`src/rtl/recirc_ctrl.sv`:
```
// recirc_ctrl: main-state controller for the four-lane recirculation datapath.
// Loads the almost-full/almost-empty thresholds after reset, tracks the lane
// FIFO empty/error flags, and raises the datapath IDLE select only after every
// lane has drained for EMPTY_HOLD consecutive cycles. Any FIFO error, or an
// invalid threshold pair (bajo >= alto), locks the controller in ERROR until reset.
//
// Ports:
//   clk, reset_L              clock, asynchronous active-low reset
//   init                      request to (re)enter INIT and reload thresholds
//   umbral_alto_in/_bajo_in   threshold candidates, sampled only in INIT
//   fifo_empty, fifo_error    per-lane FIFO status flags
//   umbral_alto/_bajo         registered thresholds driven to the FIFOs
//   idle, active, error_out   one-hot state decode (all low in RESET/INIT)
//   state                     current state code
module recirc_ctrl #(
  parameter int unsigned LANES      = 4,
  parameter int unsigned TW         = 3,
  parameter int unsigned EMPTY_HOLD = 2   // must be >= 1
) (
  input  logic             clk,
  input  logic             reset_L,
  input  logic             init,
  input  logic [TW-1:0]    umbral_alto_in,
  input  logic [TW-1:0]    umbral_bajo_in,
  input  logic [LANES-1:0] fifo_empty,
  input  logic [LANES-1:0] fifo_error,
  output logic [TW-1:0]    umbral_alto,
  output logic [TW-1:0]    umbral_bajo,
  output logic             idle,
  output logic             active,
  output logic             error_out,
  output logic [2:0]       state
);

  localparam int unsigned CW = (EMPTY_HOLD < 2) ? 1 : $clog2(EMPTY_HOLD + 1);

  typedef enum logic [2:0] {
    S_RESET  = 3'd0,
    S_INIT   = 3'd1,
    S_IDLE   = 3'd2,
    S_ACTIVE = 3'd3,
    S_ERROR  = 3'd4
  } state_t;

  state_t        state_q;
  logic [CW-1:0] hold_q;
  logic          all_empty;
  logic          any_err;
  logic          hold_done;

  assign all_empty = &fifo_empty;
  assign any_err   = |fifo_error;
  // This sample completes the run of EMPTY_HOLD all-empty cycles.
  assign hold_done = all_empty && (hold_q >= CW'(EMPTY_HOLD - 1));

  // State, threshold and hold-counter registers.
  always_ff @(posedge clk or negedge reset_L) begin
    if (!reset_L) begin
      state_q     <= S_RESET;
      umbral_alto <= '0;
      umbral_bajo <= '0;
      hold_q      <= '0;
    end else begin
      // Counter clears unless we stay in ACTIVE on an all-empty sample.
      hold_q <= '0;
      case (state_q)
        S_RESET: state_q <= S_INIT;
        S_INIT: begin
          umbral_alto <= umbral_alto_in;
          umbral_bajo <= umbral_bajo_in;
          if (!init) begin
            state_q <= (umbral_bajo_in >= umbral_alto_in) ? S_ERROR : S_IDLE;
          end
        end
        S_IDLE: begin
          if (any_err)         state_q <= S_ERROR;
          else if (init)       state_q <= S_INIT;
          else if (!all_empty) state_q <= S_ACTIVE;
        end
        S_ACTIVE: begin
          if (any_err)        state_q <= S_ERROR;
          else if (init)      state_q <= S_INIT;
          else if (hold_done) state_q <= S_IDLE;
          else if (all_empty) begin
            hold_q <= (hold_q >= CW'(EMPTY_HOLD)) ? hold_q : hold_q + CW'(1);
          end
        end
        S_ERROR: state_q <= S_ERROR;
        default: state_q <= S_RESET;
      endcase
    end
  end

  // Flags decode straight from the state register.
  assign idle      = (state_q == S_IDLE);
  assign active    = (state_q == S_ACTIVE);
  assign error_out = (state_q == S_ERROR);
  assign state     = state_q;

endmodule
```
`config.mk`:
```
export PLATFORM = sky130hd
export DESIGN_NAME = recirc_ctrl
export DESIGN_NICKNAME = d
export VERILOG_FILES = /design/src/rtl/recirc_ctrl.sv
export SDC_FILE = /design/constraint.sdc
export NUM_CORES = 1
export LEC_CHECK = 0
export ABC_AREA = 1
export BUFFER_PORTS_ARGS = -buffer_cell sky130_fd_sc_hd__buf_2
export CORE_MARGIN = 2
export CORE_UTILIZATION = 50
export DETAILED_ROUTE_END_ITERATION = 12
export PLACE_DENSITY = 0.89
export SYNTH_ARGS = -nofsm -noshare
export SYNTH_HDL_FRONTEND = slang
export SYNTH_SLANG_ARGS = --single-unit
```
`constraint.sdc`:
```
create_clock -name clk -period 3.07 [get_ports clk]
set_input_delay 0.307 -clock clk [delete_from_list [all_inputs] [get_ports clk]]
set_output_delay 0.307 -clock clk [all_outputs]
set_load 0.005 [all_outputs]
```
* Word level (Yosys, flattened, before mapping)
Cells that the tools add are included.
Operators by class: add/subtract/negate cells 1, $mul 0, divide/modulo/power cells 0, order comparisons 3, equal/unequal tests 8, shift operators 0, muxes and demuxes 15, bitwise logic cells 0, reduce and logical (&&, ||, !) cells 5
Operators by type and width (count):
- $mux 3 | 8
- $pmux 3 s5 | 1
- $mux 2 | 6
- $eq 3x2->1 const B | 2
- $ne 6x6->1 const B | 1
- $ne 4x2->1 const B | 1
- $ne 4x3->1 const B | 1
- $reduce_and 4->1 | 1
- $reduce_or 4->1 | 1
- $eq 3x1->1 const B | 1
- $eq 3x3->1 const B | 1
- $ge 3x3->1 | 1
- $logic_not 3->1 | 1
- $reduce_and 3->1 | 1
- $add 2x1->2 const B | 1
- $ge 2x1->1 const B | 1
- $ge 2x2->1 const B | 1
- $ne 2x2->1 const B | 1
- $logic_and 1x1->1 | 1
Word-level totals: register bits 11, bits in latches 0, bits in writable memories 0, memory bits (read-only) 0, input bits 17, output and inout bits 12, logic and storage cells 36, memories kept 0

* Depth between registers and ports, before layout
depth after elaboration 7, gate-level depth with buffers 10, mapped depth without buffers 10

* Worst setup path after synthesis
OpenSTA, ideal clock, no wires.
path kind in2reg, start point in umbral_alto_in[2], end point reg state_q[2] (netlist: state[2]), setup time 0.120 ns, data arrival time 1.057 ns, required time 2.950 ns, setup slack 1.893 ns, stages 8, buffers on the path 0, cells stage by stage inv_1 ha_1 a21oi_1 nand2_1 nand2_1 nand2_1 o21ai_0 nor2_1
On the way: longest elaborated chain between the ends 4
RTL lines:
- start, declared | line 23 | input logic [TW-1:0] umbral_alto_in,
- $ge 3x3->1 | line 72 | state_q <= (umbral_bajo_in >= umbral_alto_in) ? S_ERROR : S_IDLE;
- $mux 3 | line 72
- $mux 3 | line 71 | if (!init) begin
- $pmux 3 s5 | line 66 | case (state_q)
- end signal, assigned | line 72
- end, declared | line 45 | state_t state_q;
Every way passes these cells. The select of a mux whose other input is x is not followed. A chain may end at the register's enable or synchronous reset.

* Worst setup path after layout
start point reg state_q[2] (netlist: state[2]), end point out active
On the way: longest elaborated chain between the ends 1
RTL lines:
- $eq 3x2->1 | line 96 | assign active = (state_q == S_ACTIVE);
- end, declared | line 30 | output logic active,
Every way passes these cells.

==> flow_summary.ini <==
[critical_path]
critPathLaunchType = flip-flop
critPathTopFamily = flip-flops
worstReg2RegEnd = state[1]
path_cells = inv_2 > nand2_1 > nor2_2 > buf_2
critPathSlowestCell = dfrtp_1
slowest_delay_ps = 400
cp.arrival_ps = 1220
critPathRequiredTime_ps = 2760
r2r_cells = 7
r2r_start = state[1]
cp_max_fo = 6
r2r_setup_slack_ps = 1710
cp_num_buf_inv = 2
path_class = reg2out
end_kind = output pin

[cells_and_area]
fin_area_sq_um = 930.9
areaGrowthSynthToFinish_pct = 24.62
nFillCells = 117
drive_gt1_frac = 0.2920
diodes = 0
stdcell_count = 152
nets = 160

[cts]
cts_inserted_buffers = 3
htreeDepth = 1
cts_resized = 0
cts_buffer_depth = 2
root_buffer = clkbuf_4
insertion_delay_ps = 260
cts.reportedPaths.clkPinSlew_ps = 60
cts_tree = yes
clock_sinks = 11
post_cts_buffers = 0
holdBufCountCts = 1

[logic_synthesis]
synth-main-ff-cell = dfrtp_1
yosysSeqAreaShare = 0.3685
syn_inst = 105
syn_nets = 127
yosys.area.top_type = dfrtp_1
synth_top_area_frac = 0.3685
ys_ff_latch = 11
netlist_top_cells_area = dfrtp_1 37%, nand2_1 17%, inv_1 8.5%
synth_most_common_cell = nand2_1
synth_warnings = 0
yosysUniqueCellTypes = 16
synth.cell_area_sq_um = 747.0
ys_top_cells_by_count = 33 x nand2_1, 17 x inv_1, 12 x nor2_1
syn_avg_cell_area_sq_um = 7.114
synth_edf_count = 0
postSynth.asyncResetShare = 1.000

[detailed_routing]
drc_errors = 0
firstDrtPassIters = 6
drt_wl_total_mm = 1.637
viasPerCell = 5.151
routed-via-count = 783
antenna_left = 0
drt_iter0_markers = 16
avgRoutedWirePerCell_microns = 10.77

[min_path]
holdCritPathClass = in2reg
hold_start = umbral_bajo_in[1]
min_delay_path_depth = 3
hold_path_end = umbral_bajo[1]

[floorplan]
die_y_microns = 42.65
core_area_sq_um = 1350
start_util = 0.5533
rows = 13
die-area_sq_um = 1819
die_w_microns = 42.65
io_pins = 29

[sta]
fmax_mhz = 655.1
timing.setup.tns_ps = 0
rsz0062_at_grt = no
fin_crit_ps = 1526
fin_worst_skew_ps = 3.112
report.final.hold_viol_count = 0
tightest_slew_ps = 250.6
setup_viol = 0
period_share = 0.4972
relSlewSlack = 0.8329
slew_viol_final = 0
holdWs_ps = 260.0

[power]
vdd_drop_max_v = 0.0004146
p_leak_nw = 0.5573
p_per_area_nw_per_um2 = 696.9
power_mw = 0.6487

[global_route]
antenna_found_initial = 0
overflow = 0
grt_max_degree = 12
grt_util_all_layers = 0.1956
grt_pass1_wl_mm = 2.739
grt_pass1_vias = 705

[place]
placed_cells_incl_taps = 147
hpwl_mm = 1.229
gp_congestion = 0.8537
place_area_sq_um = 894.6
io_buffer_count = 28

[flow_run]
maxCapViolations = 0

[status]
status = finished clean
==> placed cells by master, fill, tap and decap left out, drive strengths merged, types with 3 or more instances in the layout <==
cell / instances
a21oi: 3
buf: 28
clkbuf: 4
dfrtp: 11
ha: 5
inv: 19
nand2: 33
nand3: 8
nor2: 16
o21ai: 6
==> layout make-up <==
| class | count | area (sq um) | area share |
|---|---|---|---|
| clock buffer | 4 | 26.28 | 0.02823 |
| inverter | 19 | 71.32 | 0.07661 |
| multi-input combinational | 74 | 389.1 | 0.4180 |
| sequential | 11 | 275.3 | 0.2957 |
| tap | 15 | 18.77 | 0.02016 |
| timing repair buffer | 29 | 150.1 | 0.1613 |
==> flip-flops by register name, indices dropped and copies added (netlist names) <==
register,cells
state,3
umbral_alto,3
umbral_bajo,3
hold_q,2
==> per-layer routing <==
metal	part of all wire	wire length, microns	global-route usage	vias to the layer above
li1	-	-	-	387
met5	0	0	0	-
met1	0.41	672	0.2270	336
met2	0.47	774	0.3545	47
met3	0.092	150	0.03404	13
met4	0.024	40	0.06875	0
==> stage by stage <==
step / utilization / worst slack [ps]
2_1_floorplan: - / 1893
3_3_place_gp: 0.6627 / 1747
3_5_place_dp: 0.6627 / 1725
4_1_cts: 0.6895 / 1546
5_1_grt: 0.6895 / 1467
6_report: 0.6895 / 1544
==> worst max-delay path by stage <==
| stage | endpoint | cells past startpoint | from |
|---|---|---|---|
| floorplan | state[2] | 8 | umbral_alto_in[2] |
| detailed placement | state[2] | 9 | umbral_alto_in[2] |
| finish | active | 4 | state[2] |
| global route | active | 4 | state[2] |
| CTS | active | 4 | state[2] |
| global placement | state[1] | 7 | state[1] |
==> logic make-up (layout without fill, tap and decap cells) <==
kind of cell	Yosys count	in the layout	share of synthesized area
buffers and inverters	20	52	0.1106
adders and majority gates	5	5	0.08375
xor gates and xnor gates	1	1	0.01173
and+or+nand+nor	58	58	0.3551
AOI/OAI and AO/OA	10	10	0.07035
DFF	11	11	0.3685
==> power breakdown <==
part / leakage (nW) / total (mW) / internal, mW / switching [mW]
clock network: 0.0150 / 0.0931 / 0.0502 / 0.0429
logic: 0.403 / 0.308 / 0.125 / 0.184
registers: 0.140 / 0.247 / 0.204 / 0.0437
total: 0.557 / 0.649 / 0.379 / 0.270
==> worst register-to-register path, cell delays in order (launching register included) <==
cell and delay [ps]:
dfrtp_1 440, inv_1 110, nand3_2 220, inv_1 220
nand3_1 90, nand2_1 70, nand3_1 80, nand2_1 70
Power figures use the tool's default switching activity.
